**src/rtl/dmem_access_ctrl_if.sv**
```systemverilog
// Core-side request/response bus of the data-memory sequencer.
// The master is the datapath and the slave is dmem_access_ctrl.
interface dmem_access_ctrl_if #(
    parameter int unsigned AW = 7,
    parameter int unsigned DW = 32
);
    logic              req_valid;
    logic              req_write;
    logic              req_double;
    logic [AW-1:0]     req_addr;
    logic [2*DW-1:0]   req_wdata;
    logic              req_ready;
    logic              rsp_valid;
    logic              rsp_err;
    logic [2*DW-1:0]   rsp_rdata;

    modport master (
        output req_valid, req_write, req_double, req_addr, req_wdata,
        input  req_ready, rsp_valid, rsp_err, rsp_rdata
    );

    modport slave (
        input  req_valid, req_write, req_double, req_addr, req_wdata,
        output req_ready, rsp_valid, rsp_err, rsp_rdata
    );
endinterface

```
**src/rtl/dmem_access_ctrl.sv**
```systemverilog
// Sequences single/double-word loads and stores onto a single-port synchronous SRAM.
// A double is issued as two big-endian beats and its read result is reassembled to 64 bits.
module dmem_access_ctrl #(
    parameter int unsigned AW = 7,
    parameter int unsigned DW = 32
) (
    input  logic                 clk,
    input  logic                 rst_n,
    dmem_access_ctrl_if.slave    bus,
    output logic                 CEN,
    output logic                 WEN,
    output logic                 OEN,
    output logic [AW-1:0]        A,
    output logic [DW-1:0]        Data2Mem,
    input  logic [DW-1:0]        ReadDataMem
);

    typedef enum logic [2:0] {IDLE, B0, B1, RSP, ERR} state_t;

    state_t          state_q, state_d;
    logic            write_q, write_d;
    logic            double_q, double_d;
    logic [AW-1:0]   addr_q, addr_d;
    logic [DW-1:0]   wlo_q, wlo_d;
    logic [DW-1:0]   hi_q, hi_d;
    logic            cen_q, cen_d;
    logic            wen_q, wen_d;
    logic            oen_q, oen_d;
    logic [AW-1:0]   a_q, a_d;
    logic [DW-1:0]   dout_q, dout_d;
    logic            ready_q, ready_d;
    logic            rsp_valid_q, rsp_valid_d;
    logic            rsp_err_q, rsp_err_d;
    logic [2*DW-1:0] rsp_rdata_c;

    // SRAM controls are computed from the next state so they are flop outputs during each beat.
    always_comb begin
        state_d  = state_q;
        write_d  = write_q;
        double_d = double_q;
        addr_d   = addr_q;
        wlo_d    = wlo_q;
        hi_d     = hi_q;
        cen_d    = 1'b1;
        wen_d    = 1'b1;
        oen_d    = 1'b1;
        a_d      = a_q;
        dout_d   = dout_q;
        case (state_q)
            IDLE: begin
                if (bus.req_valid) begin
                    write_d  = bus.req_write;
                    double_d = bus.req_double;
                    addr_d   = bus.req_addr;
                    wlo_d    = bus.req_wdata[DW-1:0];
                    if (bus.req_double && bus.req_addr[0]) begin
                        state_d = ERR;
                    end else begin
                        state_d = B0;
                        cen_d   = 1'b0;
                        wen_d   = ~bus.req_write;
                        oen_d   = bus.req_write;
                        a_d     = bus.req_addr;
                        dout_d  = bus.req_double ? bus.req_wdata[2*DW-1:DW]
                                                 : bus.req_wdata[DW-1:0];
                    end
                end
            end
            B0: begin
                if (double_q) begin
                    state_d = B1;
                    cen_d   = 1'b0;
                    wen_d   = ~write_q;
                    oen_d   = write_q;
                    a_d     = addr_q + AW'(1);
                    dout_d  = wlo_q;
                end else begin
                    state_d = RSP;
                end
            end
            B1: begin
                state_d = RSP;
                if (!write_q) hi_d = ReadDataMem;
            end
            RSP:     state_d = IDLE;
            ERR:     state_d = IDLE;
            default: state_d = IDLE;
        endcase
        ready_d     = (state_d == IDLE);
        rsp_valid_d = (state_d == RSP) || (state_d == ERR);
        rsp_err_d   = (state_d == ERR);
    end

    // SRAM Q for the last beat only arrives during RSP, so read data is a gated pass-through.
    always_comb begin
        rsp_rdata_c = '0;
        if (state_q == RSP && !write_q)
            rsp_rdata_c = {(double_q ? hi_q : DW'(0)), ReadDataMem};
    end

    always_ff @(posedge clk or negedge rst_n) begin
        if (!rst_n) begin
            state_q     <= IDLE;
            write_q     <= 1'b0;
            double_q    <= 1'b0;
            addr_q      <= '0;
            wlo_q       <= '0;
            hi_q        <= '0;
            cen_q       <= 1'b1;
            wen_q       <= 1'b1;
            oen_q       <= 1'b1;
            a_q         <= '0;
            dout_q      <= '0;
            ready_q     <= 1'b1;
            rsp_valid_q <= 1'b0;
            rsp_err_q   <= 1'b0;
        end else begin
            state_q     <= state_d;
            write_q     <= write_d;
            double_q    <= double_d;
            addr_q      <= addr_d;
            wlo_q       <= wlo_d;
            hi_q        <= hi_d;
            cen_q       <= cen_d;
            wen_q       <= wen_d;
            oen_q       <= oen_d;
            a_q         <= a_d;
            dout_q      <= dout_d;
            ready_q     <= ready_d;
            rsp_valid_q <= rsp_valid_d;
            rsp_err_q   <= rsp_err_d;
        end
    end

    assign CEN           = cen_q;
    assign WEN           = wen_q;
    assign OEN           = oen_q;
    assign A             = a_q;
    assign Data2Mem      = dout_q;
    assign bus.req_ready = ready_q;
    assign bus.rsp_valid = rsp_valid_q;
    assign bus.rsp_err   = rsp_err_q;
    assign bus.rsp_rdata = rsp_rdata_c;

endmodule
```
**src/flat_wrapper.sv**
```systemverilog
// flat-port wrapper written by rule: the top's interface ports become plain ports
module dmem_access_ctrl_flat 
#(
    parameter int unsigned AW = 7,
    parameter int unsigned DW = 32
)
  (clk, rst_n, CEN, WEN, OEN, A, Data2Mem, ReadDataMem, bus_req_valid, bus_req_write, bus_req_double, bus_req_addr, bus_req_wdata, bus_req_ready, bus_rsp_valid, bus_rsp_err, bus_rsp_rdata);
  dmem_access_ctrl_if #(.AW(AW), .DW(DW)) bus_i ();
  input  logic clk;
  input  logic rst_n;
  output logic CEN;
  output logic WEN;
  output logic OEN;
  output logic [AW-1:0] A;
  output logic [DW-1:0] Data2Mem;
  input  logic [DW-1:0] ReadDataMem;
  input wire logic [$bits(bus_i.req_valid)-1:0] bus_req_valid;
  input wire logic [$bits(bus_i.req_write)-1:0] bus_req_write;
  input wire logic [$bits(bus_i.req_double)-1:0] bus_req_double;
  input wire logic [$bits(bus_i.req_addr)-1:0] bus_req_addr;
  input wire logic [$bits(bus_i.req_wdata)-1:0] bus_req_wdata;
  output wire logic [$bits(bus_i.req_ready)-1:0] bus_req_ready;
  output wire logic [$bits(bus_i.rsp_valid)-1:0] bus_rsp_valid;
  output wire logic [$bits(bus_i.rsp_err)-1:0] bus_rsp_err;
  output wire logic [$bits(bus_i.rsp_rdata)-1:0] bus_rsp_rdata;
  assign bus_i.req_valid = bus_req_valid;
  assign bus_i.req_write = bus_req_write;
  assign bus_i.req_double = bus_req_double;
  assign bus_i.req_addr = bus_req_addr;
  assign bus_i.req_wdata = bus_req_wdata;
  assign bus_req_ready = bus_i.req_ready;
  assign bus_rsp_valid = bus_i.rsp_valid;
  assign bus_rsp_err = bus_i.rsp_err;
  assign bus_rsp_rdata = bus_i.rsp_rdata;
  dmem_access_ctrl #(.AW(AW), .DW(DW)) u_core (.clk(clk), .rst_n(rst_n), .bus(bus_i), .CEN(CEN), .WEN(WEN), .OEN(OEN), .A(A), .Data2Mem(Data2Mem), .ReadDataMem(ReadDataMem));
endmodule
```
**config.mk**
```make
export PLATFORM = sky130hd
export DESIGN_NAME = dmem_access_ctrl_flat
export DESIGN_NICKNAME = d
export VERILOG_FILES = /design/src/rtl/dmem_access_ctrl_if.sv /design/src/rtl/dmem_access_ctrl.sv /design/src/flat_wrapper.sv
export SDC_FILE = /design/constraint.sdc
export NUM_CORES = 1
export LEC_CHECK = 0
export ABC_CLOCK_PERIOD_IN_PS = 2000
export BUFFER_PORTS_ARGS = -buffer_cell sky130_fd_sc_hd__buf_2
export CORE_MARGIN = 3
export CORE_UTILIZATION = 47
export DETAILED_ROUTE_END_ITERATION = 10
export GPL_TIMING_DRIVEN = 0
export MAX_ROUTING_LAYER = met4
export PLACE_DENSITY = 0.76
export SLEW_MARGIN = 20
export SYNTH_ARGS = -nofsm -noshare
export SYNTH_HDL_FRONTEND = slang
export SYNTH_SLANG_ARGS = --single-unit
```
**constraint.sdc**
```tcl
create_clock -name clk -period 2 [get_ports clk]
set_input_delay 0.3 -clock clk [delete_from_list [all_inputs] [get_ports clk]]
set_output_delay 0.3 -clock clk [all_outputs]
set_load 0.05 [all_outputs]
```
* After elaboration in Yosys (flattened, before gate mapping) *
Cells that the tools add are included.

cells by class
  $add $sub $neg = 1
  $mul = 0
  divide/modulo/power cells = 0
  magnitude comparators = 0
  equal/unequal tests = 8
  shifts and indexed selects = 0
  mux-type cells = 27
  bitwise gates (word level) = 2
  reduce and logical (&&, ||, !) cells = 10

operator list
  cell                 count
  $mux 32              5
  $mux 64              1
  $pmux 32 s2          1
  $mux 7               3
  $pmux 7 s2           1
  $mux 1               10
  $eq 3x2->1 const B   3
  $pmux 3 s3           1
  $add 7x1->7 const B  1
  $logic_not 3->1      2
  $mux 3               2
  $pmux 1 s2           3
  $ne 2x2->1 const B   2
  $reduce_and 2->1     2
  $reduce_and 4->1     1
  $eq 3x1->1 const B   1
  $eq 3x3->1 const B   1
  $logic_and 1x1->1    2
  $ne 2x1->1 const B   1
  $not 1->1            2
  $reduce_bool 2->1    1
  $logic_not 1->1      1
  $logic_or 1x1->1     1

storage, ports and cells
  bits in registers = 121
  bits in latches = 0
  bits in writable memories = 0
  ROM bits = 0
  input port bits = 108
  memories kept = 0

* Depth between registers and ports, before layout *
Gate-level depths: netlist of run 1.

  depth after elaboration = 6
  depth in mapped cells = 8
  gate-level depth less buffers = 5

* Least setup slack after synthesis of run 1 *
OpenSTA, ideal clock, no wires.

  path kind = reg2out
  from = register u_core.state_q[2]
  to = output port bus_rsp_rdata[33]
  data arrival time = 1.773 ns
  path slack = -0.073 ns
  stages on the path, launching flop included = 6
  path buffers = 2
  cells stage by stage = dfrtp_1 buf_2 or3b_1 nor2_1 clkbuf_2 and2_1

between the ends
  word-level cells in the longest chain between the ends = 3

ends and longest elaborated chain
  item                    line                     source
  start, declared         dmem_access_ctrl.sv:20   state_t state_q, state_d;
  start signal, assigned  dmem_access_ctrl.sv:118  state_q <= state_d;
  $eq 3x2->1              dmem_access_ctrl.sv:97   if (state_q == RSP && !write_q)
  $logic_and 1x1->1       dmem_access_ctrl.sv:97
  $mux 64                 dmem_access_ctrl.sv:97
  end, declared           flat_wrapper.sv:25       output wire logic [$bits(bus_i.rsp_rdata)-1:0] bus_rsp_rdata;

Every way passes these cells.

* Worst setup path after layout of run 1 *
  from = register u_core.state_q[2]
  to = output port bus_rsp_rdata[45]

The elaborated chain is that of the path after synthesis.

==> flow_metrics.env, run 1 <==
export IMPL_gr_total_overflow=0
export IMPL_p_sw_w=0.00638
export IMPL_ant_nets=0
export IMPL_worst_slew_pin_slew_ns=0.799
export IMPL_final_common_cell="buf_2"
export IMPL_relSlewSlack_pct=46.3
export IMPL_critPathRequiredTime_ns=1.70
export IMPL_syn_to_final_growth_pct=51.5
export IMPL_setup_viol=64
export IMPL_ir_drop_mv=1.09
export IMPL_critical_path_buf_inv_count=3
export IMPL_dp_hpwl_microns=11600
export IMPL_path_max_fanout=5
export IMPL_yosysUniqueCellTypes=34
export IMPL_synth_area_leader_cell="dfrtp_1"
export IMPL_synth_area_sq_mm=0.00560
export IMPL_fp_dieArea_sq_mm=0.0133
export IMPL_finClkSkew_ns=0.00587
export IMPL_clk_pin_slew_ns=0.05
export IMPL_synth_cells=563
export IMPL_cts_max_level=4
export IMPL_path_cells="or3b_4, nor2_4, buf_12, clkbuf_16, and2_4, buf_8"
export IMPL_grt_max_degree=72
export IMPL_violations="setup timing"
export IMPL_final_period_utilization_pct=115
export IMPL_nNetsFinal=923
export IMPL_avgRoutedWirePerCell_microns=19.2
export IMPL_fillCellCount=774
export IMPL_power_share_sequential_pct=30.7
export IMPL_cp_depth=6
export IMPL_crit_arrival_ns=1.99
export IMPL_drc=0
export IMPL_clkPwrFrac_pct=20.3
export IMPL_yosysWarnings=0
export IMPL_combPwrFrac_pct=49.1
export IMPL_finalPower_w=0.0144
export IMPL_fin_crit_ns=2.29
export IMPL_synth_edff_count=0
export IMPL_routed_via_count=5134
export IMPL_cts_tree="built"
export IMPL_yosysSeqAreaShare_pct=54.1
export IMPL_die_x_microns=115
export IMPL_row_count=39
export IMPL_wirelength_microns=18600
export IMPL_initial_core_util_pct=48.6
export IMPL_hold_viol_final=0
export IMPL_grt_pass1_wl_microns=27200
export IMPL_powerDensity_mw_per_mm2=1700
export IMPL_cts_sinks=121
export IMPL_core_area_sq_mm=0.0115
export IMPL_syn_nets=672
export IMPL_synth_top_cell_area_share_pct=52.3
export IMPL_leakage_nw=4.16
export IMPL_fmax_mhz=437
export IMPL_synth_seq_cells=121
export IMPL_setup_ws_ns=-0.291
export IMPL_yosys_most_used_dff="dfrtp_1"
export IMPL_dp_cells=922
export IMPL_cts_buffer_depth=2
export IMPL_rsz0062_at_grt="yes"
export IMPL_synth_area_leaders="dfrtp_1 52%, nand2_1 8.4%, and2_1 7.1%, mux2_2 6.8%, mux2_1 6.0%"
export IMPL_ys_async_sr_fraction_pct=100
export IMPL_min_path_cells=3
export IMPL_grt_pass1_vias=5395
export IMPL_critical_path_class="register to output pin"
export IMPL_syn_avg_cell_area_sq_um=9.95
export IMPL_status="complete, but fails checks"
export IMPL_antenna_found_initial=1
export IMPL_gp_congestion=0.862
export IMPL_die_h_microns=115
export IMPL_holdWs_ns=0.111
export IMPL_utilization_pct=73.7
export IMPL_dr_pass1_iters=5
export IMPL_slowest_delay_ns=0.44
export IMPL_io_buffer_count=215
export IMPL_fin_cells=970
export IMPL_clock_root_buffer="clkbuf_16"
export IMPL_p_sw_share_pct=44.3
export IMPL_cp_slowest_cell="or3b_4"
export IMPL_clock_latency_ns=0.40
export IMPL_io_pins=217
export IMPL_drt_iter0_markers=290
export IMPL_timing_final_max_slew_violations=0
export IMPL_vias_per_cell=5.29
export IMPL_worstHoldPathType="input pin to register"
export IMPL_drive_gt1_share_pct=47.6
export IMPL_numCtsBuffers=17
export IMPL_final_cell_mix="161 x buf_2, 126 x nand2_1, 115 x dfrtp_1"
export IMPL_rr_worst_depth=5
export IMPL_grt_usage_pct=27.1
export IMPL_endpoint_kind="output pin"
export IMPL_cp_top_family="simple AND/OR/NAND/NOR gates"
export IMPL_max_cap_viol_count=0
export IMPL_setup_worst_path_start_class="register"
export IMPL_dp_slack_ns=-0.393
export IMPL_power_internal_w=0.00801
-- worst register-to-register path, delay by kind of cell, from the launching register on --
family | cells | cell delay (ns)
buffers and inverters | 2 | 0.37
muxes | 1 | 0.37
and+or+nand+nor | 2 | 0.64
DFF | 1 | 0.41
-- registers in the layout (all words and copies together), names as in the netlist, 3 cells and up --
signal,cells
u_core.wlo_q,32
u_core.Data2Mem,32
u_core.A,7
u_core.addr_q,7
u_core.state_q,3
u_core.hi_q,32
-- synth_stat cells, types with 2 or more instances --
library cell and count:
mux2_2 34, xnor2_1 2, nor2_1 77, nor3_1 2, dfstp_2 4, and2_1 64
o22ai_1 38, buf_1 2, nand2b_1 3, xor2_1 3, dfrtp_1 117, nand3_1 2
clkbuf_2 3, buf_4 2, buf_6 3, a21oi_1 7, mux2_1 30, buf_2 12
clkbuf_1 14, nand2_1 126, inv_1 2, o21ai_0 4
-- through the flow --
step / cell area, sq um / TNS (ns)
final: 8490 / -16.19
after global routing: 8490 / -19.46
after CTS: 8240 / -13.90
after detailed placement: 6970 / -18.90
after global placement: 6930 / -114.77
after floorplan: 5680 / 0
-- power groups by stage --
stage                     logic [W]  clock network (W)  registers (W)
after CTS                   0.00678            0.00293        0.00432
after detailed placement    0.00606                  0        0.00435
final                       0.00706            0.00292        0.00442
after global placement      0.00589                  0        0.00428
after floorplan             0.00301                  0        0.00576
after global routing        0.00752            0.00309        0.00453
-- layer usage --
layer	vias to the layer above	wire length, microns	GRT usage, %	part of all wire [%]
met2	269	9610	47.4	52
met3	33	1410	6.21	7.6
li1	2358	-	-	-
met1	2474	7200	31.1	39
met4	0	384	8.22	2.1
met5	-	0	-	0
-- worst paths after layout --
path | from | to | slack [ns]
max reg2reg | u_core.state_q[2] | u_core.hi_q[4] | 0.09
min in group asynchronous | rst_n | u_core.hi_q[5] | 0.42
min | bus_req_wdata[20] | u_core.wlo_q[20] | 0.11
max in group asynchronous | rst_n | u_core.OEN | 0.81
max | u_core.state_q[2] | bus_rsp_rdata[45] | -0.29
min reg2reg | u_core.wlo_q[26] | u_core.wlo_q[26] | 0.47
-- area by class of cell --
type                            count  area [sq um]  area share, %
Sequential cell                   121          3040           35.8
Clock buffer                       21           450           5.31
Clock inverter                     10           103           1.21
Antenna cell                        1          2.50         0.0295
Multi-Input combinational cell    403          2540           29.9
Inverter                            3          11.3          0.133
Timing Repair Buffer              233          1930           22.7
Buffer                             35           239           2.82
Tap cell                          143           179           2.11
-- cell families after synthesis --
| logic type | after synthesis | share of synthesized area (%) |
|---|---|---|
| adders and majority gates | 1 | 0.223 |
| and+or+nand+nor | 281 | 22.8 |
| buffers and inverters | 39 | 3.48 |
| muxes | 64 | 12.9 |
| DFF | 121 | 54.1 |
| AOI/OAI and AO/OA | 52 | 5.67 |
| xor gates and xnor gates | 5 | 0.782 |
-- what timing repair did --
action,CTS,global route
endpoints found under the setup margin,64,80
pin swaps,28,13
cloned,4,1
gates resized for setup,206,64
setup buffers,6,5
hold buffers,1,0
hold endpoints to repair,49,0
(Power assumes the default switching activity.)
==> run 2, diff against run 1 <==
--- a/config.mk
+++ b/config.mk
@@ -7,12 +7,14 @@
 export LEC_CHECK = 0
 export ABC_CLOCK_PERIOD_IN_PS = 2000
 export BUFFER_PORTS_ARGS = -buffer_cell sky130_fd_sc_hd__buf_2
+export CELL_PAD_IN_SITES_DETAIL_PLACEMENT = 0
+export CELL_PAD_IN_SITES_GLOBAL_PLACEMENT = 1
 export CORE_MARGIN = 3
-export CORE_UTILIZATION = 47
+export CORE_UTILIZATION = 30
 export DETAILED_ROUTE_END_ITERATION = 10
 export GPL_TIMING_DRIVEN = 0
 export MAX_ROUTING_LAYER = met4
-export PLACE_DENSITY = 0.76
+export PLACE_DENSITY = 0.67
 export SLEW_MARGIN = 20
 export SYNTH_ARGS = -nofsm -noshare
 export SYNTH_HDL_FRONTEND = slang
==> run 2 against run 1 <==
  * The run still ends with setup timing left
  * Critical path type unchanged
  * Hold slack got worse by 0.021 ns
  * Critical path depth unchanged
  * Count of clock-buffer cells in the layout up 3
  * Non-clock buffer count stayed put
==> flow_metrics.env, run 2 (synthesis results as in run 1) <==
export IMPL_status="complete, but fails checks"
export IMPL_violations="setup timing"
export IMPL_avgRoutedWirePerCell_microns=17.0
export IMPL_rr_endpoint="u_core.wlo_q[9]"
export IMPL_p_sw_w=0.00621
export IMPL_row_count=49
export IMPL_vias_per_cell=4.69
export IMPL_dp_slack_ns=-0.367
export IMPL_wirelength_microns=18000
export IMPL_grt_pass1_vias=5313
export IMPL_cts_max_level=4
export IMPL_holdPathEnd="u_core.wlo_q[7]"
export IMPL_syn_to_final_growth_pct=55.5
export IMPL_dp_hpwl_microns=12500
export IMPL_io_pins=217
export IMPL_nNetsFinal=923
export IMPL_initial_core_util_pct=30.9
export IMPL_critical_path_class="register to output pin"
export IMPL_max_cap_viol_count=0
export IMPL_fp_dieArea_sq_mm=0.0203
export IMPL_core_area_sq_mm=0.0181
export IMPL_grt_max_degree=73
export IMPL_rr_worst_depth=6
export IMPL_p_sw_share_pct=42.8
export IMPL_clk_pin_slew_ns=0.06
export IMPL_cts_sinks=121
export IMPL_final_common_cell="buf_2"
export IMPL_dp_cells=1008
export IMPL_cp_slowest_cell="or3b_4"
export IMPL_path_cells="or3b_4, nor2_4, buf_12, buf_8, and2_4, buf_8"
export IMPL_antenna_found_initial=2
export IMPL_clkPwrFrac_pct=21.6
export IMPL_clock_root_buffer="clkbuf_16"
export IMPL_setup_tns_ns=-13.70
export IMPL_endpoint_kind="output pin"
export IMPL_worst_slew_pin_slew_ns=0.846
export IMPL_hold_viol_final=0
export IMPL_ir_drop_mv=0.689
export IMPL_r2r_setup_slack_ns=0.15
export IMPL_dr_pass1_iters=4
export IMPL_met3_length_microns=1360
export IMPL_grt_pass1_wl_microns=28000
export IMPL_grt_usage_pct=18.1
export IMPL_rsz0062_at_grt="yes"
export IMPL_hold_start="bus_req_wdata[7]"
export IMPL_critPathRequiredTime_ns=1.70
export IMPL_leakage_nw=4.21
export IMPL_setup_viol=64
export IMPL_io_buffer_count=215
export IMPL_cts_buffer_depth=2
export IMPL_wl_met1_microns=7480
export IMPL_slowest_delay_ns=0.44
export IMPL_combPwrFrac_pct=48.6
export IMPL_fin_crit_ns=2.25
export IMPL_worstHoldPathType="input pin to register"
export IMPL_die_h_microns=143
export IMPL_top_layer_used="met4"
export IMPL_relSlewSlack_pct=43.2
export IMPL_finClkSkew_ns=0.00927
export IMPL_routed_via_count=4965
export IMPL_min_path_cells=3
export IMPL_wl_met2_microns=8870
export IMPL_clock_latency_ns=0.41
export IMPL_drive_gt1_share_pct=48.1
export IMPL_crit_arrival_ns=1.95
export IMPL_numCtsBuffers=17
export IMPL_rr_startpoint="u_core.state_q[2]"
export IMPL_drt_iter0_markers=157
export IMPL_final_period_utilization_pct=112
export IMPL_final_cell_mix="159 x buf_2, 125 x nand2_1, 115 x dfrtp_1"
export IMPL_cts_tree="built"
export IMPL_setup_ws_ns=-0.246
export IMPL_timing_final_max_slew_violations=0
export IMPL_gp_congestion=0.876
export IMPL_powerDensity_mw_per_mm2=1670
export IMPL_power_share_sequential_pct=29.8
export IMPL_path_max_fanout=8
export IMPL_path_common_cell="buf_8"
export IMPL_fin_cells=1058
export IMPL_ant_nets=0
export IMPL_gr_total_overflow=0
export IMPL_die_x_microns=143
export IMPL_drc=0
export IMPL_power_internal_w=0.00831
export IMPL_fmax_mhz=445
export IMPL_setup_worst_path_start_class="register"
run 2: cell count changes in the layout (fill, tap and decap cells not counted), moves of 2 or more:
| cell | delta |
|---|---|
| and2_4 | +10 |
| clkbuf_4 | +2 |
| clkbuf_8 | -3 |
| and2_2 | -10 |
| buf_8 | +15 |
| clkinv_2 | -3 |
| clkbuf_2 | +3 |
| clkbuf_1 | -3 |
| buf_6 | -7 |
| buf_2 | -2 |
run 2: what timing repair did:
| item | 4_1_cts | 5_1_grt |
|---|---|---|
| hold buffers | 1 | 0 |
| setup endpoints to repair | 80 | 82 |
| gates cloned | 6 | 0 |
| resized for setup | 251 | 57 |
| endpoints found under the hold margin | 46 | 0 |
| buffers inserted | 7 | 3 |
| pin swaps | 50 | 19 |
run 2: how the worst max path moves through the flow:
stage | startpoint | to | slack [ns] | cells after the start
finish | u_core.state_q[2] | bus_rsp_rdata[34] | -0.25 | 6
global placement | rst_n | u_core.Data2Mem[0] | -0.98 | 1
detailed placement | u_core.state_q[2] | bus_rsp_rdata[22] | -0.37 | 6
CTS | u_core.state_q[2] | bus_rsp_rdata[6] | -0.35 | 5
global route | u_core.state_q[2] | bus_rsp_rdata[41] | -0.31 | 6
floorplan | u_core.state_q[2] | bus_rsp_rdata[33] | 0.06 | 5
run 2: critical path: cells and delay by family, from the launching register on:
kind,cells,cell delay (ns)
buffers and inverters,3,0.40
DFF,1,0.40
and+or+nand+nor,3,0.73
run 2: per-layer routing:
| layer | track usage, % | vias up |
|---|---|---|
| li1 | - | 2371 |
| met1 | 21.8 | 2358 |
| met2 | 29.6 | 214 |
| met3 | 5.26 | 22 |
| met4 | 5.55 | 0 |
| met5 | - | - |
run 2: area by class of cell:
| class | count | area (sq um) |
|---|---|---|
| Timing Repair Buffer | 233 | 1950 |
| Multi-Input combinational cell | 403 | 2550 |
| Buffer | 35 | 255 |
| Clock inverter | 8 | 118 |
| Clock buffer | 24 | 492 |
| Inverter | 3 | 11.3 |
| Fill cell | 1663 | 9440 |
| Sequential cell | 121 | 3040 |
| Tap cell | 229 | 287 |
| Antenna cell | 2 | 5.00 |
run 2: power groups by stage:
stage               Sequential [W]  Clock [W]  Combinational, W
floorplan                  0.00576          0           0.00301
global placement           0.00431          0           0.00599
detailed placement         0.00434          0           0.00610
CTS                        0.00432    0.00322           0.00688
global route               0.00448    0.00335           0.00761
finish                     0.00433    0.00313           0.00705
run 2: stage by stage:
stage	hold slack (ns)	util, %	area (sq um)	power [W]
global placement	0.458	38.8	7040	0.0103
CTS	0.0749	47.1	8540	0.0144
finish	0.0899	48.0	8710	0.0145
detailed placement	0.282	39.0	7070	0.0104
floorplan	0.00441	-	5680	0.00877
global route	0.0861	48.0	8710	0.0154
==> run 3, diff against run 2 <==
--- a/config.mk
+++ b/config.mk
@@ -11,7 +11,9 @@
 export CELL_PAD_IN_SITES_GLOBAL_PLACEMENT = 1
 export CORE_MARGIN = 3
 export CORE_UTILIZATION = 30
+export CTS_BUF_LIST = sky130_fd_sc_hd__clkbuf_4
 export DETAILED_ROUTE_END_ITERATION = 10
+export GPL_ROUTABILITY_DRIVEN = 0
 export GPL_TIMING_DRIVEN = 0
 export MAX_ROUTING_LAYER = met4
 export PLACE_DENSITY = 0.67
==> run 3 against run 2 <==
  * The run still ends with setup timing left
  * Largest cell class unchanged
  * Combinational power increased by 2%
  * Power decreased by 8.0%
  * Sequential power is essentially flat
  * Global-route usage is 0.83 points higher
  * Clock skew grew 0.012 ns
  * Sequential cell count unchanged
  * Sequential share of layout area fell by 1.5 points
  * Core utilization increased by 2.2 points
  * Clock power fell by 42%
  * Wire length grew 7.2%
  * Cell count grew 6.7%
  * Register-to-register slack got worse by 0.02 ns
==> flow_metrics.env, run 3 (synthesis results as in run 1) <==
export IMPL_met3_length_microns=1390
export IMPL_finClkSkew_ns=0.0214
export IMPL_path_cells="or3b_4, nor2_4, buf_12, buf_8, and2_4, buf_8"
export IMPL_clk_pin_slew_ns=0.11
export IMPL_cp_top_family="simple AND/OR/NAND/NOR gates"
export IMPL_cts_sinks=121
export IMPL_avgRoutedWirePerCell_microns=17.1
export IMPL_powerDensity_mw_per_mm2=1470
export IMPL_cts_max_level=4
export IMPL_io_buffer_count=215
export IMPL_critical_path_buf_inv_count=3
export IMPL_hold_start="bus_req_wdata[61]"
export IMPL_final_common_cell="buf_2"
export IMPL_worst_slew_pin_slew_ns=0.853
export IMPL_hold_viol_final=0
export IMPL_dp_hpwl_microns=12500
export IMPL_setup_worst_path_start_class="register"
export IMPL_clock_latency_ns=0.53
export IMPL_dr_pass1_iters=4
export IMPL_top_layer_used="met4"
export IMPL_worstHoldPathType="input pin to register"
export IMPL_final_period_utilization_pct=119
export IMPL_core_area_sq_mm=0.0181
export IMPL_routed_via_count=5341
export IMPL_grt_usage_pct=19.0
export IMPL_setup_viol=64
export IMPL_drc=0
export IMPL_relSlewSlack_pct=42.7
export IMPL_cts_buffer_depth=2
export IMPL_initial_core_util_pct=30.9
export IMPL_timing_final_max_slew_violations=0
export IMPL_row_count=49
export IMPL_wl_met2_microns=9350
export IMPL_violations="setup timing"
export IMPL_final_cell_mix="159 x buf_2, 125 x nand2_1, 115 x dfrtp_1"
export IMPL_grt_max_degree=73
export IMPL_wl_met1_microns=8260
export IMPL_io_pins=217
export IMPL_rsz0062_at_grt="yes"
export IMPL_drive_gt1_share_pct=44.3
export IMPL_utilization_pct=50.2
export IMPL_die_h_microns=143
export IMPL_critical_path_class="register to output pin"
export IMPL_setup_ws_ns=-0.384
export IMPL_vias_per_cell=4.73
export IMPL_antenna_found_initial=1
export IMPL_path_common_cell="buf_8"
export IMPL_gr_total_overflow=0
export IMPL_fmax_mhz=419
export IMPL_cts_tree="built"
export IMPL_fin_crit_ns=2.38
export IMPL_dp_slack_ns=-0.367
export IMPL_cp_slowest_cell="or3b_4"
export IMPL_cp_startpoint="u_core.state_q[2]"
export IMPL_numCtsBuffers=17
export IMPL_holdWs_ns=0.164
export IMPL_status="complete, but fails checks"
export IMPL_ir_drop_mv=0.698
export IMPL_drt_iter0_markers=205
export IMPL_slowest_delay_ns=0.44
export IMPL_clock_root_buffer="clkbuf_4"
export IMPL_rr_startpoint="u_core.state_q[2]"
export IMPL_leakage_nw=4.37
export IMPL_critPathRequiredTime_ns=1.70
export IMPL_max_cap_viol_count=0
export IMPL_ant_nets=0
export IMPL_die_x_microns=143
export IMPL_path_max_fanout=8
export IMPL_syn_to_final_growth_pct=62.6
export IMPL_wirelength_microns=19300
export IMPL_grt_pass1_vias=5690
export IMPL_crit_arrival_ns=2.08
export IMPL_nNetsFinal=995
export IMPL_endpoint_kind="output pin"
export IMPL_grt_pass1_wl_microns=29500
export IMPL_fp_dieArea_sq_mm=0.0203
## run 3: cell count changes in the layout (fill, tap and decap cells not counted)
cell and delta:
dlygate4sd3_1 +72, clkbuf_1 -3, diode_2 -1, clkinv_1 +4
clkbuf_8 -4, clkbuf_16 -17, o22ai_2 +1, clkbuf_4 +20
o22ai_1 -1
## run 3: final timing paths
kind	endpoint	slack, ns	cells past startpoint
setup / recovery	bus_rsp_rdata[52]	-0.38	6
setup reg to reg	u_core.wlo_q[10]	0.13	6
hold reg to reg	u_core.wlo_q[31]	0.49	2
hold / removal	u_core.Data2Mem[29]	0.16	4
max in group asynchronous	u_core.Data2Mem[2]	0.98	3
min in group asynchronous	u_core.hi_q[4]	0.28	2
## run 3: per-layer routing
layer / track usage, % / vias to the layer above
met5: - / -
met4: 6.05 / 0
met2: 31.3 / 239
li1: - / 2504
met1: 22.7 / 2575
met3: 5.02 / 23
## run 3: worst min-delay path: cells and delay by family
family          cells  cell delay [ns]
compound gates      1             0.06
buf+inv             1             0.07
mux                 1             0.13
simple gates        1             0.09
## run 3: power by group
group / switching [W] / internal (W) / leakage, nW
clock: 0.000919 / 0.000883 / 0.156
combinational: 0.00458 / 0.00263 / 2.79
sequential: 0.000666 / 0.00367 / 1.43
total: 0.00616 / 0.00719 / 4.37
## run 3: what timing repair did
action                     in CTS  in global routing
hold buffers                   72                  1
pin swaps                      50                 20
hold endpoints to repair      117                  1
setup endpoints to repair      80                 80
cloned                          6                  0
buffers inserted                7                  3
resized for setup             251                 58
## run 3: cell type report
type                       instances  area (sq um)
antenna                            1          2.50
buffer                            35           255
clock buffer                      20           150
clock inverter                    12           133
fill                            1613          9040
inverter                           3          11.3
multi-input combinational        403          2560
sequential                       121          3040
tap                              229           287
timing repair buffer             305          2680
## run 3: through the flow
stage,TNS [ns],std cells,total power (W),cell area [sq um]
final,-22.65,1129,0.0133,9110
after global placement,-133.41,1007,0.0103,7040
after CTS,-28.83,1124,0.0131,8930
after global routing,-29.64,1129,0.0142,9110
after floorplan,0,563,0.00877,5680
after detailed placement,-20.15,1008,0.0104,7070
